==> src/rtl/booth_pkg.sv <==
// Shared types for the radix-4 Booth sequential multiplier.
//   state_e  : control FSM states.
//   recode_e : partial-product selection produced by the Booth recoder.
//   booth_recode() maps a {Q[1], Q[0], q_-1} window to a recode_e value.
package booth_pkg;

  typedef enum logic [1:0] {
    IDLE,
    RUN,
    DONE
  } state_e;

  typedef enum logic [2:0] {
    PP_ZERO,
    PP_POS1,
    PP_POS2,
    PP_NEG1,
    PP_NEG2
  } recode_e;

  function automatic recode_e booth_recode(input logic [2:0] win);
    recode_e r;
    case (win)
      3'b001, 3'b010: r = PP_POS1;
      3'b011:         r = PP_POS2;
      3'b100:         r = PP_NEG2;
      3'b101, 3'b110: r = PP_NEG1;
      default:        r = PP_ZERO;
    endcase
    return r;
  endfunction

endpackage

==> src/rtl/booth_r4_ppgen.sv <==
// Combinational radix-4 Booth partial-product generator.
//   i_window : {Q[1], Q[0], q_-1} recoding window.
//   i_mx     : sign-extended multiplicand (WIDTH+2 bits).
//   o_pp     : addend for the accumulator; inverted for negative selections.
//   o_cin    : carry-in completing the two's-complement negation.
module booth_r4_ppgen
  import booth_pkg::*;
#(
  parameter int unsigned WIDTH = 32
) (
  input  logic [2:0]       i_window,
  input  logic [WIDTH+1:0] i_mx,
  output logic [WIDTH+1:0] o_pp,
  output logic             o_cin
);

  recode_e          sel;
  logic [WIDTH+1:0] mx2;

  always_comb begin
    sel   = booth_recode(i_window);
    // Mx already carries two sign bits, so doubling cannot overflow.
    mx2   = {i_mx[WIDTH:0], 1'b0};
    o_pp  = '0;
    o_cin = 1'b0;
    case (sel)
      PP_POS1: o_pp = i_mx;
      PP_POS2: o_pp = mx2;
      PP_NEG1: begin
        o_pp  = ~i_mx;
        o_cin = 1'b1;
      end
      PP_NEG2: begin
        o_pp  = ~mx2;
        o_cin = 1'b1;
      end
      default: begin
        o_pp  = '0;
        o_cin = 1'b0;
      end
    endcase
  end

endmodule

==> src/rtl/booth_r4_seq_mult.sv <==
// Sequential signed radix-4 (modified Booth) multiplier.
// Retires two multiplier bits per clock in an {A, Q, q_-1} product register.
//   clk, rst        : clock, synchronous active-high reset.
//   i_start         : start request, accepted only while o_ready is high.
//   i_multiplicand  : signed multiplicand, sampled on the accepting edge.
//   i_multiplier    : signed multiplier, sampled on the accepting edge.
//   o_ready         : high only in IDLE.
//   o_done          : one-cycle pulse when o_product is updated.
//   o_product       : signed 2*WIDTH-bit product, holds the last result.
module booth_r4_seq_mult
  import booth_pkg::*;
#(
  parameter int unsigned WIDTH = 32
) (
  input  logic                 clk,
  input  logic                 rst,
  input  logic                 i_start,
  input  logic [WIDTH-1:0]     i_multiplicand,
  input  logic [WIDTH-1:0]     i_multiplier,
  output logic                 o_ready,
  output logic                 o_done,
  output logic [2*WIDTH-1:0]   o_product
);

  localparam int unsigned AW = WIDTH + 2;
  localparam int unsigned CW = $clog2(WIDTH / 2) + 1;
  localparam logic [CW-1:0] LAST_ITER = CW'(WIDTH / 2 - 1);

  state_e             state_q, state_d;
  logic [AW-1:0]      a_q, a_d;
  logic [WIDTH-1:0]   q_q, q_d;
  logic               qm1_q, qm1_d;
  logic [AW-1:0]      mx_q, mx_d;
  logic [CW-1:0]      cnt_q, cnt_d;
  logic               ready_q, ready_d;
  logic               done_q, done_d;
  logic [2*WIDTH-1:0] product_q, product_d;

  logic [AW-1:0]      pp;
  logic               pp_cin;
  logic [AW-1:0]      sum;

  booth_r4_ppgen #(
    .WIDTH(WIDTH)
  ) u_ppgen (
    .i_window({q_q[1:0], qm1_q}),
    .i_mx    (mx_q),
    .o_pp    (pp),
    .o_cin   (pp_cin)
  );

  assign sum = a_q + pp + {{(AW - 1){1'b0}}, pp_cin};

  always_comb begin
    state_d   = state_q;
    a_d       = a_q;
    q_d       = q_q;
    qm1_d     = qm1_q;
    mx_d      = mx_q;
    cnt_d     = cnt_q;
    done_d    = 1'b0;
    product_d = product_q;
    case (state_q)
      IDLE: begin
        if (i_start) begin
          state_d = RUN;
          a_d     = '0;
          q_d     = i_multiplier;
          qm1_d   = 1'b0;
          mx_d    = {{2{i_multiplicand[WIDTH-1]}}, i_multiplicand};
          cnt_d   = '0;
        end
      end
      RUN: begin
        // Add then arithmetic shift of {A, Q, q_-1} by two in one step.
        a_d   = {{2{sum[AW-1]}}, sum[AW-1:2]};
        q_d   = {sum[1:0], q_q[WIDTH-1:2]};
        qm1_d = q_q[1];
        cnt_d = cnt_q + 1'b1;
        if (cnt_q == LAST_ITER) begin
          state_d   = DONE;
          done_d    = 1'b1;
          product_d = {a_d[WIDTH-1:0], q_d};
        end
      end
      DONE: begin
        state_d = IDLE;
      end
      default: begin
        state_d = IDLE;
      end
    endcase
    ready_d = (state_d == IDLE);
  end

  always_ff @(posedge clk) begin
    if (rst) begin
      state_q   <= IDLE;
      a_q       <= '0;
      q_q       <= '0;
      qm1_q     <= 1'b0;
      mx_q      <= '0;
      cnt_q     <= '0;
      ready_q   <= 1'b1;
      done_q    <= 1'b0;
      product_q <= '0;
    end else begin
      state_q   <= state_d;
      a_q       <= a_d;
      q_q       <= q_d;
      qm1_q     <= qm1_d;
      mx_q      <= mx_d;
      cnt_q     <= cnt_d;
      ready_q   <= ready_d;
      done_q    <= done_d;
      product_q <= product_d;
    end
  end

  assign o_ready   = ready_q;
  assign o_done    = done_q;
  assign o_product = product_q;

endmodule

==> config.mk <==
export PLATFORM = sky130hd
export DESIGN_NAME = booth_r4_seq_mult
export DESIGN_NICKNAME = d
export VERILOG_FILES = /design/src/rtl/booth_pkg.sv /design/src/rtl/booth_r4_ppgen.sv /design/src/rtl/booth_r4_seq_mult.sv
export SDC_FILE = /design/constraint.sdc
export NUM_CORES = 1
export LEC_CHECK = 0
export ABC_AREA = 1
export ABC_CLOCK_PERIOD_IN_PS = 3300
export BUFFER_PORTS_ARGS = -buffer_cell sky130_fd_sc_hd__buf_2
export CORE_ASPECT_RATIO = 0.5
export CORE_MARGIN = 2
export CORE_UTILIZATION = 55
export DETAILED_ROUTE_END_ITERATION = 8
export PLACE_DENSITY = 0.84
export SLEW_MARGIN = 20
export SYNTH_ARGS = -nofsm -noshare
export SYNTH_HDL_FRONTEND = slang
export SYNTH_SLANG_ARGS = --single-unit
export TNS_END_PERCENT = 20
==> constraint.sdc <==
create_clock -name clk -period 3.3 [get_ports clk]
set_clock_uncertainty 0.15 [all_clocks]
set_input_delay 0.165 -clock clk [delete_from_list [all_inputs] [get_ports clk]]
set_output_delay 0.165 -clock clk [all_outputs]
set_load 0.02 [all_outputs]
Word-level counts from Yosys, hierarchy flattened
Cells that the tools add are included.

Add/subtract/negate cells: 3. Eq/ne operators: 13. Reduce and logical (&&, ||, !) cells: 10. Bitwise operators: 3. Muxes and demuxes: 15.

Operators with widths (count): 34-bit case mux with 4 select lines (1); 34-bit inverter (2); 34-bit case mux with 2 select lines (1); 32-bit case mux with 2 select lines (1); 34-bit by 1-bit adder with 34-bit output (1); 34-bit adder (1); 34-bit two-way mux (1); 32-bit two-way mux (1); 3-bit by 2-bit equality test with 1-bit output, second input constant (4); 3-bit equality test, second input constant (4); 3-bit case mux with 4 select lines (1); 5-bit case mux with 2 select lines (1); 2-bit OR reduction (4); 3-bit by 1-bit equality test with 1-bit output, second input constant (2); 2-bit AND reduction (3); 5-bit by 1-bit adder with 5-bit output, second input constant (1); 5-bit by 4-bit equality test with 1-bit output, second input constant (1); 5-bit two-way mux (1); 2-bit logical NOT (2); 2-bit two-way mux (2); 2-bit case mux with 2 select lines (1); 1-bit two-way mux (3); 2-bit by 1-bit equality test with 1-bit output, second input constant (1); 2-bit != test, second input constant (1); other kinds (3) (3).

Flip-flop bits (word level): 172. Output and inout bits: 66. Input port bits: 67.

Depth between registers and ports, before layout
Gate-level depths: netlist of run 1.

Depth after elaboration: 8. Depth in mapped cells: 24. Mapped depth without buffers: 24.

By module
A second synthesis of run 1 with hierarchy kept.

Cells, all modules: 1633. Area, all modules: 10064.7 um2.

By module, submodules not included: booth_r4_seq_mult (instances 1, area each 8647.0 um2, cells an instance 1298); booth_r4_ppgen (instances 1, area each 1417.6 um2, cells an instance 335).

Least setup slack after synthesis of run 1
No wires, ideal clock.

Path type: reg-to-reg. Start: register qm1_q. End: register product_q[58], in the netlist o_product[58]. Setup slack: 0.351 ns. Arrival: 2.690 ns. Setup time: 0.109 ns. Stages on the path, launching flop included: 23. Path through: dfxtp_1 > nor2_1 > inv_1 > nand2_1 > nor2_1 > clkbuf_1 > nand2_1 > o211ai_1 > fa_1 > inv_1 > fa_1 > o21ai_2 > nand2_1 > nand2_2 > nand2_1 > nand2_2 > nand2_1 > nand2_1 > nand2_1 > nand2_1 > nand2_1 > nand2_1 > inv_1.

Cells in the longest elaborated chain, start to end: 7. Elaborated cells on any way between the ends: 18. Those cells by class: 2 x add/sub; 10 x eq/ne; 3 x mux; 3 x reduce/logical.

Ends and longest elaborated chain: start: declaration (RTL line booth_r4_seq_mult.sv:32) `logic qm1_q, qm1_d;`; start signal: assignment (RTL line booth_r4_seq_mult.sv:111) `qm1_q <= qm1_d;`; 3-bit equality test (tied with other cells) (RTL line booth_pkg.sv:23) `case (win)`; 2-bit OR reduction (RTL line booth_pkg.sv:23); 3-bit case mux with 4 select lines * (RTL line booth_pkg.sv:23); 3-bit equality test (tied with other cells) (RTL line booth_r4_ppgen.sv:26) `case (sel)`; 34-bit case mux with 4 select lines or 2-bit OR reduction (tied branches); 34-bit adder or 1-bit two-way mux (tied branches) (RTL line booth_r4_seq_mult.sv:52, booth_r4_ppgen.sv:26); 34-bit by 1-bit adder with 34-bit output * (RTL line booth_r4_seq_mult.sv:52) `assign sum = a_q + pp + {{(AW - 1){1'b0}}, pp_cin};`; end signal: assignment (RTL line booth_r4_seq_mult.sv:116) `product_q <= product_d;`; end: declaration (RTL line booth_r4_seq_mult.sv:37) `logic [2*WIDTH-1:0] product_q, product_d;`.

Every way passes the cells marked *; elsewhere a longest branch is shown, timed or not. A chain may end at the register's enable or synchronous reset.

Worst setup path after layout of run 1
Start: register qm1_q. End: register product_q[47], in the netlist o_product[47].

Same word-level chain as after synthesis.

==> results_tabular.tex, run 1 <==
\begin{tabular}{lr}
\hline
Metric & Value \\
\hline
\multicolumn{2}{l}{\textbf{Run status}} \\
Run status & completed \\
\multicolumn{2}{l}{\textbf{Power and ir drop}} \\
Cell-internal power & 3.434 mW \\
Proportion of power drawn by the clock network & 0.384 \\
Comb power frac & 0.170 \\
Power dissipated by switching net loads & 1.531 mW \\
PD cells & between 400 and 500 nW/um\^{}2 \\
Switching fraction of total power & 0.3083 \\
Share of power burned in registers & 0.446 \\
Worst IR Drop VDD & about 340 uV \\
Static leakage power & 5.537 nW \\
\multicolumn{2}{l}{\textbf{Min path}} \\
Worst min-delay path class & in2reg \\
\multicolumn{2}{l}{\textbf{Critical path}} \\
Largest fanout on the critical path & 8 \\
Number of cells on the worst reg-to-reg path & 17 \\
Crit Path Class & reg2reg \\
Crit. End Element & register \\
Crit. Startpoint & qm1\_q\$\_SDFFE\_PP0P\_ \\
Worst reg2reg startpoint & qm1\_q\$\_SDFFE\_PP0P\_ \\
Worst Path Required & between 3 and 4 ns \\
Slack of the worst reg-to-reg path & 0.13 ns \\
End point of the critical path & o\_product[47]\$\_SDFFE\_PP0P\_ \\
Reg2reg end & o\_product[47]\$\_SDFFE\_PP0P\_ \\
Critical Path AT & 3.38 ns \\
Critical path launch point type & register \\
\multicolumn{2}{l}{\textbf{Layout}} \\
Relative area change from synthesis to final layout & 24.73\% \\
Most frequent cells in the layout & nand2\_1 (398), nor2\_1 (182), dfxtp\_1 (168), inv\_1 (157), buf\_2 (133) \\
Final non-filler cell area & 11550 um\^{}2 \\
Net count, final & 1704 \\
Number of fillers in the final layout & roughly 1400 \\
Commonest non-fill, non-tap cell in the layout & nand2\_1 \\
Fraction of layout instances using a drive strength above 1 & 0.1674 \\
\multicolumn{2}{l}{\textbf{STA}} \\
Period utilisation layout & 0.9598 \\
Slew at the pin closest to its max-slew limit & 1.023 ns \\
Worst max-slew margin expressed relative to the limit & 0.3181 \\
Minimum clock period after layout & approximately 3.2 ns \\
RSZ-0062 raised after global routing & true \\
Highest Clock Rate & 315.7 MHz \\
Final worst-path setup slack & 0.1327 ns \\
Setup Viol. Count Final & 0 \\
Number of endpoints with negative hold slack in the final report & 0 \\
Pins Over Slew Limit & 0 \\
\multicolumn{2}{l}{\textbf{Detailed routing}} \\
Number of remaining DRC errors & 0 \\
Length of the first detailed-routing pass in iterations & 6 \\
Total Wirelength & 30770 um \\
Detail-routed net length per standard cell & 16.71 um \\
Via count & between 10000 and 15000 \\
ANT nets after route & 0 \\
Drt via density & 5.625 \\
DRT iter0 DRCs & about 1100 \\
\multicolumn{2}{l}{\textbf{Logic synthesis}} \\
Post-Synthesis Net Count & 1521 \\
Synth Warn \# & 0 \\
Post-Synthesis Cell Area & 9259 um\^{}2 \\
Sequential cell area fraction in the yosys report & 0.3676 \\
Synth cell types & 37 \\
Ys flop type & dfxtp\_1 \\
Syn Area/Cell & $\sim$6.5 um\^{}2 \\
Flops \& latches, synth & 170 \\
Share of synthesized registers carrying an async set or reset & 0 \\
Count of mapped cells out of synthesis & 1418 \\
EDFF count, synth & 0 \\
\multicolumn{2}{l}{\textbf{Die}} \\
Full die area & 17950 um\^{}2 \\
Floorplan die height & 95.75 um \\
Number of placed I/O pins & 133 \\
Starting density of the core & 0.5634 \\
DIE WIDTH & about 190 um \\
Core region area & 16430 um\^{}2 \\
Row count & 33 \\
\multicolumn{2}{l}{\textbf{Clocking}} \\
Clock insertion delay at the later pin of the skew report & 0.45 ns \\
Root buf cell & clkbuf\_16 \\
Clock slew seen by the registers of the worst setup and hold paths & 0.07 ns \\
Buffers from clock root to sink, at most & 2 \\
Maximum level of the CTS H-tree & 4 \\
Clock buffer count from CTS & 17 \\
Clock sink count & 170 \\
TritonCTS clock tree & yes \\
\multicolumn{2}{l}{\textbf{Place}} \\
Detailed placer's ending HPWL & slightly below 20000 um \\
Placed Instance Area & 10050 um\^{}2 \\
Worst slack, placed & 0.09089 ns \\
Routability congestion estimate from global placement & 1.001 \\
Number of port buffers & approximately 130 \\
\multicolumn{2}{l}{\textbf{Global routing}} \\
GRT overflow & 0 \\
Number of global-route vias before repair & 9434 \\
Initial antenna violation count & 2 \\
Wire length of the first global-routing pass & 47270 um \\
Largest net degree at the start of global routing & 89 \\
All-layer global routing usage & 0.3354 \\
\multicolumn{2}{l}{\textbf{Run}} \\
\# Max-Cap Violations & 0 \\
\hline
\end{tabular}
-- stage by stage --
step,hold slack [ns],util,total power [mW],std cells,setup TNS (ns)
CTS,0.1138,0.6828,4.838,1825,0
floorplan,0.1817,-,2.714,1418,0
global route,0.1697,0.7026,5.118,1840,-0.4285
global placement,0.2647,0.6118,2.912,1730,0
finish,0.1046,0.7028,4.965,1841,0
detailed placement,0.2764,0.6118,2.930,1730,0
-- power groups by stage --
stage                     registers, mW  clock network [mW]  logic, mW
after detailed placement           2.25                   0      0.677
after floorplan                    2.23                   0      0.484
after CTS                          2.21                1.89      0.739
final                              2.21                1.91      0.846
after global placement             2.25                   0      0.664
after global routing               2.22                1.97      0.921
-- Yosys cell counts (8+ instances only) --
cell type | number | area [um^2]
a221oi_1 | 23 | 201.4
o21ai_0 | 113 | 565.5
nand2_2 | 8 | 50.05
o211ai_1 | 11 | 82.58
nor3_1 | 10 | 50.05
clkbuf_1 | 33 | 123.9
nor2_1 | 194 | 728.2
inv_1 | 159 | 596.8
nand2_1 | 406 | 1524
ha_1 | 34 | 425.4
a21oi_1 | 111 | 555.5
nand3_1 | 42 | 210.2
a31oi_1 | 17 | 106.4
dfxtp_1 | 170 | 3403
buf_2 | 21 | 105.1
-- metal layers --
metal | vias to the layer above | wire length (um) | share of wire | track usage
met4 | 2 | 1070 | 0.035 | 0.1385
li1 | 4933 | - | - | -
met1 | 4776 | 12640 | 0.41 | 0.4225
met3 | 108 | 3116 | 0.10 | 0.08458
met5 | - | 13 | 0.00042 | 0
met2 | 536 | 13930 | 0.45 | 0.5601
-- critical path, stage by stage (launching register included) --
cell and delay, ns:
dfxtp_2 0.33, nor2_2 0.13, inv_2 0.07, nand2_2 0.08, nor2_4 0.05, buf_2 0.19, a221oi_2 0.24, o21ai_1 0.11
ha_1 0.36, nand2_1 0.12, inv_1 0.09, a21oi_1 0.21, nand3_2 0.21, nand2_1 0.16, nand2_4 0.09, xor2_2 0.28
nand2_1 0.09, a21oi_1 0.13
-- cells by family (layout without fill, tap and decap cells) --
logic type                 count (synthesis)  in the layout  synth area share
DFF                                      170            170            0.3676
other                                      0              1                 0
and+or+nand+nor                          677            677            0.2927
xor gates and xnor gates                  11             11           0.01041
adders and majority gates                 36             36           0.05027
buffers and inverters                    230            425           0.09851
AOI/OAI and AO/OA                        294            294            0.1805
-- worst min path at each step --
stage,start,to,slack (ns),cells after the start
2_1_floorplan,i_multiplicand[0],mx_q[0]$_SDFFE_PP0P_,0.18,2
3_3_place_gp,i_multiplicand[17],mx_q[17]$_SDFFE_PP0P_,0.26,3
3_5_place_dp,i_multiplicand[17],mx_q[17]$_SDFFE_PP0P_,0.28,3
4_1_cts,i_start,qm1_q$_SDFFE_PP0P_,0.11,6
5_1_grt,i_start,a_q[0]$_SDFFE_PP0P_,0.17,6
6_report,i_start,qm1_q$_SDFFE_PP0P_,0.10,6
-- registers in the layout, summed over array words and instances, names as in the netlist --
register and cells:
o_done 1, o_product 64, qm1_q 1, o_ready 1, q_q 32, a_q 32
cnt_q 5, mx_q 32, state_q 2
-- what timing repair did --
item | in CTS | in global routing
gates resized for setup | 0 | 79
hold buffers | 64 | 0
setup buffers | 0 | 14
setup endpoints to repair | 0 | 49
hold endpoints to repair | 64 | 0
-- area by class of cell --
| type | instances | area (um^2) | share of cell area |
|---|---|---|---|
| repair buffers | 229 | 1565 | 0.1355 |
| clock inverters | 12 | 93.84 | 0.008126 |
| inverters | 165 | 624.3 | 0.05406 |
| diodes | 1 | 2.502 | 0.0002167 |
| well taps | 227 | 284.0 | 0.02459 |
| flip-flops and latches | 170 | 3406 | 0.2949 |
| multi-input cells | 1018 | 5140 | 0.4451 |
| clock buffers | 19 | 432.9 | 0.03749 |
Power figures use the tool's default switching activity.
==> run 2, diff against run 1 <==
- CORE_UTILIZATION: 55 -> 58
- PLACE_DENSITY: 0.84 -> 0.88
==> run 2 against run 1 <==
  * Final area up 0.64%
  * Clock power about the same
  * Non-clock buffer count up 4
  * Worst setup slack worse by 0.022 ns
  * Global-route usage up 3.2 points
  * Critical path depth up 1
  * Die area down 5.0%
  * Sequential power about the same
  * Total power up 1.3%
  * Sequential share of layout area down 0.19 points
  * Clock-buffer cell count down 1
  * First-iteration DRC count up 12%
==> results_tabular.tex, run 2 (synthesis gave the netlist of run 1 again) <==
\begin{tabular}{lr}
\hline
Metric & Value \\
\hline
\multicolumn{2}{l}{\textbf{Global routing}} \\
Initial antenna violation count & 1 (-1) \\
All-layer global routing usage & 0.3673 (+0.03183) \\
Number of global-route vias before repair & 9785 (+3.7\%) \\
Wire length of the first global-routing pass & 49150 um (+4.0\%) \\
Largest net degree at the start of global routing & 89 (unchanged) \\
GRT overflow & 0 (unchanged) \\
\multicolumn{2}{l}{\textbf{Critical path}} \\
Number of cells on the worst reg-to-reg path & 18 (+1) \\
Largest fanout on the critical path & 8 (unchanged) \\
Crit. End Element & register \\
End point of the critical path & a\_q[15]\$\_SDFFE\_PP0P\_ \\
Slack of the worst reg-to-reg path & 0.11 ns (-0.02 ns) \\
Reg2reg end & a\_q[15]\$\_SDFFE\_PP0P\_ \\
Worst reg2reg startpoint & qm1\_q\$\_SDFFE\_PP0P\_ \\
Most used cell along the critical path & nand2\_1 \\
Critical Path AT & 3.32 ns (-0.06 ns) \\
Cell at the slowest stage of the critical path & ha\_1 \\
Critical path launch point type & register \\
Critical path, cell by cell & nor2\_2, inv\_2, nand2\_2, nor2\_4, clkbuf\_16, a221oi\_2, o21ai\_1, ha\_1, nand2\_1, nand2\_1, a21oi\_2, nand3\_2, nand2\_1, nand2\_2, xor2\_1, buf\_4, nand2\_1, a21oi\_1 \\
Crit Path Class & reg2reg \\
Crit. Startpoint & qm1\_q\$\_SDFFE\_PP0P\_ \\
Worst Path Required & 3.43 ns (-0.08 ns) \\
Stage delay of the slowest cell on the critical path & 0.36 ns (about the same) \\
\multicolumn{2}{l}{\textbf{Die}} \\
Full die area & 17050 um\^{}2 (-5.0\%) \\
Row count & 32 (-3.0\%) \\
DIE WIDTH & 182.7 um (-2.6\%) \\
Starting density of the core & 0.5975 (+0.03412) \\
Floorplan die height & 93.34 um (-2.5\%) \\
Core region area & 15490 um\^{}2 (-5.7\%) \\
Number of placed I/O pins & 133 (unchanged) \\
\multicolumn{2}{l}{\textbf{STA}} \\
Pins Over Slew Limit & 0 (unchanged) \\
Final worst-path setup slack & 0.1111 ns (-0.02153 ns) \\
Highest Clock Rate & 313.6 MHz (-0.68\%) \\
Setup Viol. Count Final & 0 (unchanged) \\
Period utilisation layout & 0.9663 (+0.006524) \\
RSZ-0062 raised after global routing & true \\
Number of endpoints with negative hold slack in the final report & 0 (unchanged) \\
Worst max-slew margin expressed relative to the limit & 0.3180 (about the same) \\
Slew at the pin closest to its max-slew limit & 1.023 ns (+0.00007018 ns) \\
Minimum clock period after layout & 3.189 ns (+0.02153 ns) \\
\multicolumn{2}{l}{\textbf{Layout}} \\
Most frequent cells in the layout & nand2\_1 (392), nor2\_1 (185), dfxtp\_1 (168), inv\_1 (157), buf\_2 (132) \\
Antenna diode count & 0 (-1) \\
Relative area change from synthesis to final layout & 25.53\% \\
Number of flip-flops under the largest register name & 64 (unchanged) \\
Fraction of layout instances using a drive strength above 1 & 0.1756 (+0.008244) \\
Net count, final & 1708 (+0.23\%) \\
Final non-filler cell area & 11620 um\^{}2 (+0.64\%) \\
Commonest non-fill, non-tap cell in the layout & nand2\_1 \\
\multicolumn{2}{l}{\textbf{Place}} \\
Routability congestion estimate from global placement & 0.9800 (-2.1\%) \\
Placed Instance Area & 10060 um\^{}2 (+0.11\%) \\
Detailed placer's ending HPWL & 19820 um (+1.2\%) \\
Number of port buffers & 132 (unchanged) \\
Worst slack, placed & -0.07434 ns (-0.1652 ns) \\
\multicolumn{2}{l}{\textbf{Min path}} \\
Worst min-delay path class & in2reg \\
Worst Hold Path Cells & 6 (unchanged) \\
\multicolumn{2}{l}{\textbf{Clocking}} \\
Root buf cell & clkbuf\_16 \\
Maximum level of the CTS H-tree & 4 (unchanged) \\
TritonCTS clock tree & yes \\
Clock slew seen by the registers of the worst setup and hold paths & 0.07 ns (about the same) \\
Clock sink count & 170 (unchanged) \\
Clock buffer count from CTS & 17 (unchanged) \\
Clock insertion delay at the later pin of the skew report & 0.44 ns (about the same) \\
Buffers from clock root to sink, at most & 2 (unchanged) \\
\multicolumn{2}{l}{\textbf{Detailed routing}} \\
Met3 WL post-DR & 3395 um (+9.0\%) \\
Total routed wire length on the met1 layer & 13070 um (+3.4\%) \\
ANT nets after route & 0 (unchanged) \\
Via count & 10590 (+2.3\%) \\
Total Wirelength & 31950 um (+3.8\%) \\
Drt via density & 5.816 (+3.4\%) \\
Number of remaining DRC errors & 0 (unchanged) \\
Length of the first detailed-routing pass in iterations & 7 (+1) \\
DRT iter0 DRCs & 1229 (+12\%) \\
Amount of wire on met2 after detailed routing & 14090 um (+1.2\%) \\
Detail-routed net length per standard cell & 17.54 um (+5.0\%) \\
Top routing layer used & met4 \\
\multicolumn{2}{l}{\textbf{Run status}} \\
Run status & completed \\
\multicolumn{2}{l}{\textbf{Run}} \\
\# Max-Cap Violations & 0 (unchanged) \\
\multicolumn{2}{l}{\textbf{Power and ir drop}} \\
Static leakage power & 5.618 nW (+1.5\%) \\
PD cells & 432.5 nW/um\^{}2 (+0.61\%) \\
Worst IR Drop VDD & 390.4 uV (+15\%) \\
Overall power after layout & 5.027 mW (+1.3\%) \\
\hline
\end{tabular}
## run 2: final cells by class
| type | instances | area [um^2] |
|---|---|---|
| Multi-Input combinational cell | 1018 | 5177 |
| Fill cell | 1163 | 3872 |
| Sequential cell | 170 | 3406 |
| Timing Repair Buffer | 233 | 1620 |
| Inverter | 165 | 620.6 |
| Clock buffer | 18 | 429.2 |
| Tap cell | 204 | 255.2 |
| Clock inverter | 13 | 113.9 |
## run 2: critical path, delay by kind of cell, from the launching register on
| family | cells | cell delay (ns) |
|---|---|---|
| adder cells (fa/ha/maj) | 1 | 0.36 |
| XOR/XNOR | 1 | 0.16 |
| buffers and inverters | 3 | 0.40 |
| AND/OR/NAND/NOR | 9 | 1.02 |
| flip-flops | 1 | 0.33 |
| AO/OA/AOI/OAI | 4 | 0.62 |
## run 2: through the flow
step / utilization / std cells / TNS, ns / hold slack [ns]
2_1_floorplan: - / 1418 / 0 / 0.1817
3_3_place_gp: 0.6495 / 1709 / 0 / 0.2653
3_5_place_dp: 0.6495 / 1709 / -0.6232 / 0.2794
4_1_cts: 0.7273 / 1805 / 0 / 0.1728
5_1_grt: 0.7501 / 1821 / -0.4592 / 0.2060
6_report: 0.7501 / 1821 / 0 / 0.1724
## run 2: worst min path at each step
stage                            start               endpoint
finish                         i_start     qm1_q$_SDFFE_PP0P_
global route                   i_start     qm1_q$_SDFFE_PP0P_
global placement     i_multiplicand[9]   mx_q[9]$_SDFFE_PP0P_
CTS                            i_start    a_q[5]$_SDFFE_PP0P_
floorplan            i_multiplicand[0]   mx_q[0]$_SDFFE_PP0P_
detailed placement  i_multiplicand[13]  mx_q[13]$_SDFFE_PP0P_
## run 2: timing repair
action	in CTS	in global routing
resized for setup	3	83
cloned	0	2
setup endpoints to repair	14	51
endpoints found under the hold margin	64	0
hold buffers	64	0
buffers inserted	1	14
pin swaps	1	20
## run 2: report_power, final
| group | internal, mW | switching (mW) | leakage [nW] |
|---|---|---|---|
| logic | 0.337 | 0.532 | 3.96 |
| clock network | 0.986 | 0.953 | 0.268 |
| registers | 2.13 | 0.0870 | 1.38 |
| total | 3.46 | 1.57 | 5.62 |
## run 2: per-layer routing
layer  GRT usage  vias to the layer above
li1            -                     4956
met1      0.4707                     4825
met2      0.5900                      664
met3     0.09424                      146
met4      0.1613                        0
met5           0                        -
==> run 3, diff against run 2 <==
- CORE_UTILIZATION: 58 -> 40
- PLACE_DENSITY: 0.88 -> 0.66
- SKIP_CTS_REPAIR_TIMING: default -> 1
==> run 3 against run 2 <==
  * First-iteration DRC count down 45%
  * Largest power group unchanged
  * Register-to-register slack improved by 0.03 ns
  * Clock power increased by 4%
  * Worst hold slack got worse by 0.019 ns
  * Worst setup slack better by 0.032 ns
  * Clock-buffer cell count increased by 1
  * Final area rose by 2.5%
  * Non-clock buffer count up 19
  * Die area increased by 43%
==> results_tabular.tex, run 3 (synthesis gave the netlist of run 1 again) <==
\begin{tabular}{lr}
\hline
Metric & Value \\
\hline
\multicolumn{2}{l}{\textbf{Clocking}} \\
Clock insertion delay at the later pin of the skew report & 0.45 ns (about the same) \\
Root buf cell & clkbuf\_16 \\
Buffers from clock root to sink, at most & 2 (unchanged) \\
TritonCTS clock tree & yes \\
Clock slew seen by the registers of the worst setup and hold paths & 0.07 ns (about the same) \\
Maximum level of the CTS H-tree & 4 (unchanged) \\
Clock buffer count from CTS & 17 (unchanged) \\
Clock sink count & 170 (unchanged) \\
\multicolumn{2}{l}{\textbf{STA}} \\
Pins Over Slew Limit & 0 (unchanged) \\
Slew at the pin closest to its max-slew limit & 1.038 ns (+0.01466 ns) \\
Period utilisation layout & 0.9565 (-0.009817) \\
Highest Clock Rate & 316.8 MHz (+1.0\%) \\
Minimum clock period after layout & 3.156 ns (-0.03240 ns) \\
Setup Viol. Count Final & 0 (unchanged) \\
RSZ-0062 raised after global routing & true \\
Worst max-slew margin expressed relative to the limit & 0.3082 (-0.009774) \\
Number of endpoints with negative hold slack in the final report & 0 (unchanged) \\
\multicolumn{2}{l}{\textbf{Global routing}} \\
Grt met2 use & 0.3618 (-0.2282) \\
Wire length of the first global-routing pass & 45420 um (-7.6\%) \\
Global-route layer with the greatest usage & met2 \\
Initial antenna violation count & 0 (-1) \\
All-layer global routing usage & 0.2354 (-0.1318) \\
Largest net degree at the start of global routing & 89 (unchanged) \\
GRT overflow & 0 (unchanged) \\
Number of global-route vias before repair & 8978 (-8.2\%) \\
Global-route met3 utilization & 0.04699 (-0.04724) \\
Global-route met1 utilization & 0.3336 (-0.1371) \\
\multicolumn{2}{l}{\textbf{Detailed routing}} \\
Detail-routed net length per standard cell & 15.27 um (-13\%) \\
Length of the first detailed-routing pass in iterations & 7 (unchanged) \\
Number of remaining DRC errors & 0 (unchanged) \\
Total Wirelength & 29670 um (-7.1\%) \\
Drt via density & 5.120 (-12\%) \\
Via count & 9949 (-6.1\%) \\
ANT nets after route & 0 (unchanged) \\
DRT iter0 DRCs & 676 (-45\%) \\
\multicolumn{2}{l}{\textbf{Power and ir drop}} \\
Power dissipated by switching net loads & 1.465 mW (-6.8\%) \\
Comb power frac & 0.168 (-0.005) \\
Share of power burned in registers & 0.436 (-0.006) \\
Switching fraction of total power & 0.2888 (-0.02387) \\
Static leakage power & 5.724 nW (+1.9\%) \\
Overall power after layout & 5.075 mW (+0.95\%) \\
PD cells & 426.2 nW/um\^{}2 (-1.5\%) \\
Worst IR Drop VDD & 325.0 uV (-17\%) \\
Cell-internal power & 3.609 mW (+4.5\%) \\
Proportion of power drawn by the clock network & 0.396 (+0.010) \\
\multicolumn{2}{l}{\textbf{Min path}} \\
Worst Hold End & cnt\_q[4]\$\_SDFFE\_PP0P\_ \\
Worst min-delay path class & in2reg \\
Worst Hold Path Cells & 6 (unchanged) \\
Startpoint of the worst hold path & i\_start \\
\multicolumn{2}{l}{\textbf{Critical path}} \\
Worst Path Required & 3.51 ns (+0.08 ns) \\
Largest fanout on the critical path & 8 (unchanged) \\
Reg2reg end & a\_q[15]\$\_SDFFE\_PP0P\_ \\
Total buffers and inverters traversed by the critical path & 3 (unchanged) \\
Crit Path Class & reg2reg \\
Crit. End Element & register \\
Number of cells on the worst reg-to-reg path & 16 (-2) \\
Stage delay of the slowest cell on the critical path & 0.41 ns (+0.05 ns) \\
Critical path, cell by cell & nor2\_2, inv\_1, nand2\_2, nor2\_4, buf\_2, a221oi\_1, o21ai\_1, ha\_2, nand2\_1, o21ai\_1, a21oi\_1, nand2\_2, xor2\_1, buf\_4, nand2\_1, a21oi\_2 \\
Cell at the slowest stage of the critical path & ha\_2 \\
Critical path launch point type & register \\
Critical Path AT & 3.37 ns (+0.05 ns) \\
Slack of the worst reg-to-reg path & 0.14 ns (+0.03 ns) \\
Cell type group with the largest total delay on the critical path & compound AO/OA/AOI/OAI gates \\
Worst reg2reg startpoint & qm1\_q\$\_SDFFE\_PP0P\_ \\
\multicolumn{2}{l}{\textbf{Place}} \\
Routability congestion estimate from global placement & 0.9054 (-7.6\%) \\
Number of port buffers & 132 (unchanged) \\
Detailed placer's ending HPWL & 20440 um (+3.1\%) \\
\multicolumn{2}{l}{\textbf{Layout}} \\
Commonest non-fill, non-tap cell in the layout & nand2\_1 \\
Fraction of layout instances using a drive strength above 1 & 0.1828 (+0.007129) \\
Most frequent cells in the layout & nand2\_1 (393), nor2\_1 (178), dfxtp\_1 (169), inv\_1 (159), buf\_2 (133) \\
Final core utilization & 0.5225 (-0.2275) \\
Number of flip-flops under the largest register name & 64 (unchanged) \\
Number of fillers in the final layout & 2227 (+91\%) \\
Relative area change from synthesis to final layout & 28.61\% \\
Antenna diode count & 0 (unchanged) \\
Net count, final & 1727 (+1.1\%) \\
\multicolumn{2}{l}{\textbf{Die}} \\
Row count & 39 (+22\%) \\
Number of placed I/O pins & 133 (unchanged) \\
Starting density of the core & 0.4063 (-0.1912) \\
DIE WIDTH & 219.2 um (+20\%) \\
Core region area & 22790 um\^{}2 (+47\%) \\
Full die area & 24450 um\^{}2 (+43\%) \\
Floorplan die height & 111.6 um (+20\%) \\
\multicolumn{2}{l}{\textbf{Run}} \\
\# Max-Cap Violations & 0 (unchanged) \\
\multicolumn{2}{l}{\textbf{Run status}} \\
Run status & completed \\
\hline
\end{tabular}
## run 3: cell types whose count changed in the layout (fill, tap and decap cells not counted), sizes merged
cell    change
inv         -4
bufinv      +2
buf        +20
clkinv      +1
## run 3: layout make-up
cell class / instances / area (um^2) / share of cell area
multi-input combinational: 1018 / 5147 / 0.4323
sequential: 170 / 3405 / 0.2859
inverter: 165 / 620.6 / 0.05212
clock inverter: 12 / 141.4 / 0.01187
clock buffer: 19 / 432.9 / 0.03636
timing repair buffer: 252 / 1777 / 0.1492
tap: 307 / 384.1 / 0.03226
## run 3: metrics by stage
step | cell area, um^2 | instances | setup slack, ns | TNS (ns) | hold WS (ns)
floorplan | 9259 | 1418 | 0.3511 | 0 | 0.1817
global placement | 10340 | 1828 | 0.04407 | 0 | 0.2694
detailed placement | 10340 | 1828 | -0.05185 | -0.05185 | 0.2719
CTS | 10910 | 1859 | -0.09334 | -0.09913 | -0.2005
global route | 11910 | 1943 | -0.06374 | -0.5138 | 0.1913
finish | 11910 | 1943 | 0.1435 | 0 | 0.1529
## run 3: worst max-delay path by stage
| stage | from | end | cells past startpoint |
|---|---|---|---|
| global route | q_q[0]$_SDFFE_PP0P_ | o_product[54]$_SDFFE_PP0P_ | 21 |
| floorplan | qm1_q$_SDFFE_PP0P_ | o_product[58]$_SDFFE_PP0P_ | 22 |
| finish | qm1_q$_SDFFE_PP0P_ | a_q[15]$_SDFFE_PP0P_ | 16 |
| detailed placement | q_q[0]$_SDFFE_PP0P_ | o_product[46]$_SDFFE_PP0P_ | 18 |
| global placement | q_q[0]$_SDFFE_PP0P_ | o_product[46]$_SDFFE_PP0P_ | 18 |
| CTS | q_q[0]$_SDFFE_PP0P_ | o_product[46]$_SDFFE_PP0P_ | 18 |
## run 3: power by group through the flow
stage	clock network, mW	registers (mW)	logic [mW]
global placement	0	2.25	0.707
CTS	2.05	2.21	0.717
floorplan	0	2.23	0.484
detailed placement	0	2.25	0.713
global route	2.14	2.22	0.936
finish	2.01	2.21	0.852
## run 3: worst register-to-register path, delay by kind of cell (launching register included)
kind	cells	cell delay, ns
flops	1	0.33
xor+xnor	1	0.20
fa+ha+maj	1	0.41
compound gates	5	0.93
simple gates	6	0.61
buf+inv	3	0.45
## run 3: layer usage
layer | vias up | part of all wire | routed length, um
met1 | 4647 | 0.47 | 13980
li1 | 4979 | - | -
met3 | 32 | 0.064 | 1905
met4 | 0 | 0.014 | 426
met2 | 291 | 0.45 | 13360
met5 | - | 0 | 0
